--- src/rtl/alu_issue_ctrl_if.sv ---
// Instruction handshake and ALU drive/return bus for alu_issue_ctrl.
// The controller uses the slave modport; the instruction source / ALU side uses master.
interface alu_issue_ctrl_if #(parameter int DW = 32);
  logic          instr_valid;
  logic          instr_ready;
  logic [31:0]   instr_data;
  logic [DW-1:0] alu_in1;
  logic [DW-1:0] alu_in2;
  logic [3:0]    alu_opcode;
  logic [3:0]    alu_cond;
  logic          alu_s;
  logic [2:0]    alu_sr_cont;
  logic [4:0]    alu_sr_bit;
  logic [15:0]   alu_imm;
  logic [DW-1:0] alu_out;
  logic [3:0]    alu_flags;

  modport master (
    output instr_valid, instr_data, alu_out, alu_flags,
    input  instr_ready, alu_in1, alu_in2, alu_opcode, alu_cond, alu_s,
           alu_sr_cont, alu_sr_bit, alu_imm
  );

  modport slave (
    input  instr_valid, instr_data, alu_out, alu_flags,
    output instr_ready, alu_in1, alu_in2, alu_opcode, alu_cond, alu_s,
           alu_sr_cont, alu_sr_bit, alu_imm
  );
endinterface

--- src/rtl/alu_issue_ctrl.sv ---
// alu_issue_ctrl: serial issue/writeback controller for the ALU.
// Accepts one instruction in IDLE, reads operands (READ), captures the ALU
// result (EXEC) and writes back register/flags (WB). Four cycles per instruction.
// Optional build macro ALU_ISSUE_R0_ZERO_EN: R0 reads as zero and writes to it are dropped.
module alu_issue_ctrl #(
  parameter int NREGS = 16,
  parameter int DW    = 32
) (
  input  logic          clk,
  input  logic          rst,
  alu_issue_ctrl_if.slave bus,
  output logic [3:0]    flags_q,
  output logic          retire,
  output logic          illegal,
  input  logic [3:0]    dbg_addr,
  output logic [DW-1:0] dbg_data
);

  typedef enum logic [1:0] {IDLE, READ, EXEC, WB} state_t;

  state_t        state, state_nx;
  logic [31:0]   ir;
  logic [DW-1:0] regs [NREGS];
  logic [DW-1:0] result_q;
  logic [3:0]    flag_tmp;
  logic          cond_met_q;

  logic [3:0] f_cond, f_op, f_rd, f_rn, f_rm;
  logic       f_s;
  logic       is_illegal, writes_op, do_write, do_flags;

  assign f_cond = ir[31:28];
  assign f_op   = ir[27:24];
  assign f_s    = ir[23];
  assign f_rd   = ir[22:19];
  assign f_rn   = ir[18:15];
  assign f_rm   = ir[14:11];

  // Latched fields go straight to the ALU; they only change on the next accept.
  assign bus.alu_cond    = f_cond;
  assign bus.alu_opcode  = f_op;
  assign bus.alu_s       = f_s;
  assign bus.alu_sr_cont = ir[10:8];
  assign bus.alu_sr_bit  = ir[7:3];
  assign bus.alu_imm     = ir[15:0];

  function automatic logic [DW-1:0] rd_reg(input logic [3:0] a);
    logic [DW-1:0] v;
    v = '0;
    if (int'(a) < NREGS) v = regs[a];
`ifdef ALU_ISSUE_R0_ZERO_EN
    if (a == 4'd0) v = '0;
`endif
    return v;
  endfunction

  // Flags are {N, Z, C, V}.
  function automatic logic cond_ok(input logic [3:0] c, input logic [3:0] f);
    logic n, z, cy, v;
    {n, z, cy, v} = f;
    case (c)
      4'b0000: return 1'b1;
      4'b0001: return z;
      4'b0010: return !z && (n == v);
      4'b0011: return n != v;
      4'b0100: return n == v;
      4'b0101: return z || (n != v);
      4'b0110: return cy && !z;
      4'b0111: return !cy;
      4'b1000: return cy;
      default: return 1'b0;
    endcase
  endfunction

  // Opcode classification and writeback qualification.
  always_comb begin
    is_illegal = (f_op == 4'b1000) || (f_op == 4'b1001) || (f_op == 4'b1010) ||
                 (f_op == 4'b1100) || (f_op == 4'b1111);
    writes_op  = (f_op <= 4'b0111) || (f_op == 4'b1101);
    do_write   = cond_met_q && writes_op && (int'(f_rd) < NREGS);
`ifdef ALU_ISSUE_R0_ZERO_EN
    if (f_rd == 4'd0) do_write = 1'b0;
`endif
    do_flags   = cond_met_q && !is_illegal && (f_s || (f_op == 4'b1011));
  end

  assign dbg_data = rd_reg(dbg_addr);

  // State register.
  always_ff @(posedge clk) begin
    if (rst) state <= IDLE;
    else     state <= state_nx;
  end

  // Next-state and handshake/retire outputs.
  always_comb begin
    state_nx        = state;
    bus.instr_ready = 1'b0;
    retire          = 1'b0;
    illegal         = 1'b0;
    case (state)
      IDLE: begin
        bus.instr_ready = 1'b1;
        if (bus.instr_valid) state_nx = READ;
      end
      READ: state_nx = EXEC;
      EXEC: state_nx = WB;
      WB: begin
        retire   = 1'b1;
        illegal  = is_illegal;
        state_nx = IDLE;
      end
      default: state_nx = IDLE;
    endcase
  end

  // Datapath: instruction latch, operand read, result capture, writeback.
  always_ff @(posedge clk) begin
    if (rst) begin
      ir          <= '0;
      bus.alu_in1 <= '0;
      bus.alu_in2 <= '0;
      result_q    <= '0;
      flag_tmp    <= '0;
      cond_met_q  <= 1'b0;
      flags_q     <= '0;
      for (int unsigned i = 0; i < NREGS; i++) regs[i] <= '0;
    end else begin
      case (state)
        IDLE: if (bus.instr_valid) ir <= bus.instr_data;
        READ: begin
          bus.alu_in1 <= rd_reg(f_rn);
          bus.alu_in2 <= rd_reg(f_rm);
        end
        EXEC: begin
          result_q   <= bus.alu_out;
          flag_tmp   <= bus.alu_flags;
          cond_met_q <= cond_ok(f_cond, flags_q);
        end
        WB: begin
          if (do_write) regs[f_rd] <= result_q;
          if (do_flags) flags_q    <= flag_tmp;
        end
        default: ;
      endcase
    end
  end

endmodule

--- src/flat_wrapper.sv ---
// flat-port wrapper written by rule: the top's interface ports become plain ports
module alu_issue_ctrl_flat 
#(
  parameter int NREGS = 16,
  parameter int DW    = 32
)
  (clk, rst, flags_q, retire, illegal, dbg_addr, dbg_data, bus_instr_valid, bus_instr_data, bus_alu_out, bus_alu_flags, bus_instr_ready, bus_alu_in1, bus_alu_in2, bus_alu_opcode, bus_alu_cond, bus_alu_s, bus_alu_sr_cont, bus_alu_sr_bit, bus_alu_imm);
  alu_issue_ctrl_if #(.DW(DW)) bus_i ();
  input  logic clk;
  input  logic rst;
  output logic [3:0] flags_q;
  output logic retire;
  output logic illegal;
  input  logic [3:0] dbg_addr;
  output logic [DW-1:0] dbg_data;
  input wire logic [$bits(bus_i.instr_valid)-1:0] bus_instr_valid;
  input wire logic [$bits(bus_i.instr_data)-1:0] bus_instr_data;
  input wire logic [$bits(bus_i.alu_out)-1:0] bus_alu_out;
  input wire logic [$bits(bus_i.alu_flags)-1:0] bus_alu_flags;
  output wire logic [$bits(bus_i.instr_ready)-1:0] bus_instr_ready;
  output wire logic [$bits(bus_i.alu_in1)-1:0] bus_alu_in1;
  output wire logic [$bits(bus_i.alu_in2)-1:0] bus_alu_in2;
  output wire logic [$bits(bus_i.alu_opcode)-1:0] bus_alu_opcode;
  output wire logic [$bits(bus_i.alu_cond)-1:0] bus_alu_cond;
  output wire logic [$bits(bus_i.alu_s)-1:0] bus_alu_s;
  output wire logic [$bits(bus_i.alu_sr_cont)-1:0] bus_alu_sr_cont;
  output wire logic [$bits(bus_i.alu_sr_bit)-1:0] bus_alu_sr_bit;
  output wire logic [$bits(bus_i.alu_imm)-1:0] bus_alu_imm;
  assign bus_i.instr_valid = bus_instr_valid;
  assign bus_i.instr_data = bus_instr_data;
  assign bus_i.alu_out = bus_alu_out;
  assign bus_i.alu_flags = bus_alu_flags;
  assign bus_instr_ready = bus_i.instr_ready;
  assign bus_alu_in1 = bus_i.alu_in1;
  assign bus_alu_in2 = bus_i.alu_in2;
  assign bus_alu_opcode = bus_i.alu_opcode;
  assign bus_alu_cond = bus_i.alu_cond;
  assign bus_alu_s = bus_i.alu_s;
  assign bus_alu_sr_cont = bus_i.alu_sr_cont;
  assign bus_alu_sr_bit = bus_i.alu_sr_bit;
  assign bus_alu_imm = bus_i.alu_imm;
  alu_issue_ctrl #(.NREGS(NREGS), .DW(DW)) u_core (.clk(clk), .rst(rst), .bus(bus_i), .flags_q(flags_q), .retire(retire), .illegal(illegal), .dbg_addr(dbg_addr), .dbg_data(dbg_data));
endmodule
--- config.mk ---
export PLATFORM = sky130hd
export DESIGN_NAME = alu_issue_ctrl_flat
export DESIGN_NICKNAME = d
export VERILOG_FILES = /design/src/rtl/alu_issue_ctrl_if.sv /design/src/rtl/alu_issue_ctrl.sv /design/src/flat_wrapper.sv
export SDC_FILE = /design/constraint.sdc
export NUM_CORES = 1
export LEC_CHECK = 0
export BUFFER_PORTS_ARGS = -buffer_cell sky130_fd_sc_hd__buf_2
export CORE_MARGIN = 2
export CORE_UTILIZATION = 40
export CTS_BUF_LIST = sky130_fd_sc_hd__clkbuf_16
export CTS_CLUSTER_DIAMETER = 200
export CTS_CLUSTER_SIZE = 16
export DETAILED_ROUTE_END_ITERATION = 10
export PLACE_DENSITY = 0.62
export REMOVE_ABC_BUFFERS = 1
export SETUP_SLACK_MARGIN = 0.3
export SLEW_MARGIN = 10
export SYNTH_ARGS = -nofsm -noshare
export SYNTH_HDL_FRONTEND = slang
export SYNTH_SLANG_ARGS = --single-unit
export TNS_END_PERCENT = 30
--- constraint.sdc ---
create_clock -name clk -period 3.1 [get_ports clk]
set_input_delay 0.31 -clock clk [delete_from_list [all_inputs] [get_ports clk]]
set_output_delay 0.31 -clock clk [all_outputs]
set_load 0.005 [all_outputs]
# --- Word-level counts from Yosys, hierarchy flattened ---
# Memory sizes are Yosys's and may differ from the RTL's. A register that Yosys moved wholly into a read port is not among the register bits.
# Index checks and enable logic that the tools add are counted.
totals:
  ff_bits: 75
  mem_bits_rw: 512
  n_memories: 1
classes:
  n_reduce_logical: 20
  order_cmp: 1
  mux: 15
  n_eq_ne: 21
memory_table:
  columns: ["name", "depth", "width", "rd", "rd_clocked_by_memory_dff", "wr", "line", "text"]
  rows:
  - ["u_core.regs", 16, 32, 3, 2, 16, "alu_issue_ctrl.sv:23", "logic [DW-1:0] regs [NREGS];"]
ops:
  columns: ["cell", "n"]
  rows:
  - ["4-bit equality test (second input constant)", 8]
  - ["32-bit 2-to-1 mux", 1]
  - ["32-bit OR reduction", 1]
  - ["4-bit by 3-bit equality test with 1-bit output (second input constant)", 4]
  - ["1-bit 2-to-1 mux", 10]
  - ["1-bit one-hot mux with 9 select lines", 1]
  - ["4-bit by 2-bit equality test with 1-bit output (second input constant)", 2]
  - ["2-bit one-hot mux with 4 select lines", 1]
  - ["1-bit logical OR", 7]
  - ["1-bit logical AND", 5]
  - ["2-bit equality test (second input constant)", 2]
  - ["4-bit by 1-bit equality test with 1-bit output (second input constant)", 1]
  - ["4-bit by 3-bit less-or-equal comparator with 1-bit output (second input constant)", 1]
  - ["4-bit zero test", 1]
  - ["4-bit 2-to-1 mux", 1]
  - ["2-bit AND reduction", 2]
  - ["1-bit zero test", 3]
  - ["2-bit by 1-bit equality test with 1-bit output (second input constant)", 1]
  - ["2-bit zero test", 1]
  - ["2-bit 2-to-1 mux", 1]
  - ["2-bit inequality test (second input constant)", 1]
  - ["1-bit equality test", 1]
  - ["1-bit inequality test", 1]

# --- Longest topological paths before layout ---
logic_depth:
  ltp_word: 9
  depth_mapped: 8
  depth_no_buf: 6

# --- Least setup slack after synthesis ---
# OpenSTA, ideal clock, no wires.
synth_timing:
  kind: "register to register"
  from: "register u_core.state[0]"
  to: "memory u_core.regs[1][0] (enable)"
  path_buffers: 1
  slack_ps: 714
  arrival_ps: 2011
  setup_ps: 375
  stages_incl_launch_ff: 7
  cell_sequence: "dfxtp_1 -> ha_1 -> nand2_1 -> a211o_4 -> buf_8 -> nor3_4 -> or2_2"
synth_rtl:
  columns: ["element", "line", "text"]
  rows:
  - ["start: declaration", "alu_issue_ctrl.sv:21", "state_t state, state_nx;"]
  - ["start signal: assignment", "alu_issue_ctrl.sv:92", "else state <= state_nx;"]
  - ["end: declaration", "alu_issue_ctrl.sv:23", null]

==> impl_metrics.tcl <==
set metrics [dict create \
    core_region_area_mm2 0.09125 \
    setup_viol 0 \
    endpoint_kind "output port" \
    async_flop_share_pct 0 \
    holdWs_ps 28.29 \
    fmaxAchievable_mhz 386.2 \
    via_per_inst 6.035 \
    cp.required_ps 2790 \
    io_pins 211 \
    min_period_ps 2590 \
    mostFrequentLayoutCell "mux2i_1" \
    ys_ff_latch 651 \
    pre_cts_ws_ps 594.5 \
    placed_cell_area_mm2 0.03918 \
    fin_area_mm2 0.04123 \
    first_iter_violations 3203 \
    layout-drive-gt1-share_pct 18.10 \
    path_class "reg -> out" \
    cpPeakStageDelay_ps 550 \
    clock_path_buffers 3 \
    io_buffers 210 \
    cts_tree "built" \
    dieArea_mm2 0.09406 \
    clk_latency_ps 630 \
    finalPower_w 0.02318 \
    grtUsageTotal_pct 26.95 \
    rsz0062_at_grt "false" \
    seq_area_frac_synth_pct 49.55 \
    final_hold_viol_count 0 \
    arrival_ps 2280 \
    nNetsFinal 3273 \
    grt_pass1_wl_um 186000 \
    yosysTopAreaCell "edfxtp_1" \
    syn_area_mm2 0.03665 \
    skew_ps 21.41 \
    post-route-util_pct 45.18 \
    gp_congestion 0.8563 \
    cp_max_fo 3 \
    cts_buffers 46 \
    power_density_mw_per_mm2 562.3 \
    postCtsResizedCells 0 \
    ir_drop_v 0.0005056 \
    final_cell_mix "553 x mux2i_1, 513 x and2_1, 512 x edfxtp_1" \
    postRouteAntennaNets 0 \
    diodes 0 \
    drcViolationCount 0 \
    die_h_um 306.7 \
    dr.pass1.iters 6 \
    areaGrowthSynthToFinish_pct 12.50 \
    yosysWarnings 0 \
    synth_cell_types 41 \
    status "finished clean" \
    leakagePower_nw 15.04 \
    ys_top_cells_by_area "edfxtp_1 42%, mux2i_1 15%, mux4_2 9.8%" \
    finalMaxSlewViolations 0 \
    cp-start-kind "flop" \
    grt_max_degree 65 \
    start_util_pct 40.16 \
    antenna_found_initial 5 \
    relSlewSlack_pct 43.45 \
    yosysTopAreaCellShare_pct 41.95 \
    n_fill_cell 8207 \
    clockRootBuffer "clkbuf_16" \
    avgSynthCellArea_um2 12.00 \
    tightest_slew_ps 846.5 \
    hpwl_um 76570 \
    max-cap-violations 0 \
    path_cells "mux4_2 -> mux4_2 -> buf_2" \
    grt_pass1_vias 26302 \
    post_cts_buffers 0 \
    cts_max_level 2 \
    worstHoldPathType "in -> reg" \
    fp.dieW_um 306.7 \
    period_share_pct 83.53 \
    fp-row-count 111 \
    wl_per_cell_um 29.09 \
    fin_ws_ps 510.5 \
    syn_inst 3054 \
    wl_um 128500 \
    clk_pin_slew_ps 70 \
    worst_path_max_delay_cell "mux4_2" \
    cts_sinks 651 \
    grt_overflow 0 \
    path_common_cell "mux4_2" \
    synth-edff-count 512 \
    vias 26661 \
    synthFlopType "edfxtp_1" \
]
## report_power, final
| group | switching, W | leakage (nW) | internal (W) |
|---|---|---|---|
| Combinational | 0.00359 | 7.82 | 0.00249 |
| Sequential | 0.00104 | 6.42 | 0.0101 |
| Clock | 0.00315 | 0.800 | 0.00285 |
| Total | 0.00778 | 15.0 | 0.0154 |
## area by class of cell
cell class	count	area, um2	share of cell area, %
Clock buffer	49	1226	2.974
Clock inverter	37	141.4	0.3429
Inverter	4	15.01	0.03642
Multi-Input combinational cell	2096	17050	41.36
Sequential cell	651	18160	44.06
Tap cell	1186	1484	3.599
Timing Repair Buffer	395	3144	7.626
## what timing repair did
item,4_1_cts,5_1_grt
setup endpoints to repair,0,0
hold buffers,68,0
endpoints found under the hold margin,68,0
## worst paths after layout
path	startpoint	to	slack (ps)	cells after the start
setup / recovery	u_core.regs[13][10]	dbg_data[10]	510	3
hold / removal	bus_instr_valid	u_core.state[0]	30	3
setup reg to reg	u_core.state[1]	u_core.regs[10][6]	560	6
hold reg to reg	u_core.bus.alu_in2[22]	u_core.bus.alu_in2[22]	450	2
## synthesized netlist by cell type (all sizes together), types with 2 or more instances
cell type  count
nand4b         2
a22oi        128
or3b           2
a31oi          2
edfxtp       512
dfxtp        139
a211o          2
a21oi        162
or2           17
and2         515
ha             4
buf          138
nor4           4
clkbuf       165
nor2b          4
nor3          13
inv            4
nand2b        15
nor2          44
nand3        193
mux2i        553
nand2        263
nand3b         3
mux4         160
o21ai          2
## flip-flops by register name, indices dropped and copies added (netlist names)
signal              flops
u_core.bus.alu_in2     32
u_core.result_q        32
u_core.flags_q          4
u_core.cond_met_q       1
u_core.state            2
u_core.bus.alu_in1     32
u_core.regs           512
u_core.flag_tmp         4
u_core.ir              32
## logic make-up after synthesis
group	after synthesis	synth area share, %
and+or+nand+nor	1077	16.11
AOI/OAI and AO/OA	300	5.056
adders and majority gates	4	0.1366
muxes	713	24.94
xor gates and xnor gates	2	0.04781
buffers and inverters	307	4.169
DFF	651	49.55
## stage by stage
step | TNS [ps] | cells
floorplan | -425090 | 2751
global placement | 0 | 4264
detailed placement | 0 | 4264
CTS | 0 | 4418
global route | 0 | 4418
finish | 0 | 4418
## critical path, delay by kind of cell, from the launching register on
kind / cells / cell delay [ps]
multiplexers: 2 / 1030
flip-flops: 1 / 480
buffers and inverters: 1 / 160
## per-layer routing
metal | track usage [%] | share of wire (%)
met1 | 37.34 | 41
met2 | 42.26 | 45
met3 | 5.741 | 10
met4 | 8.596 | 3.4
met5 | 0 | 0
(Power assumes the default switching activity.)
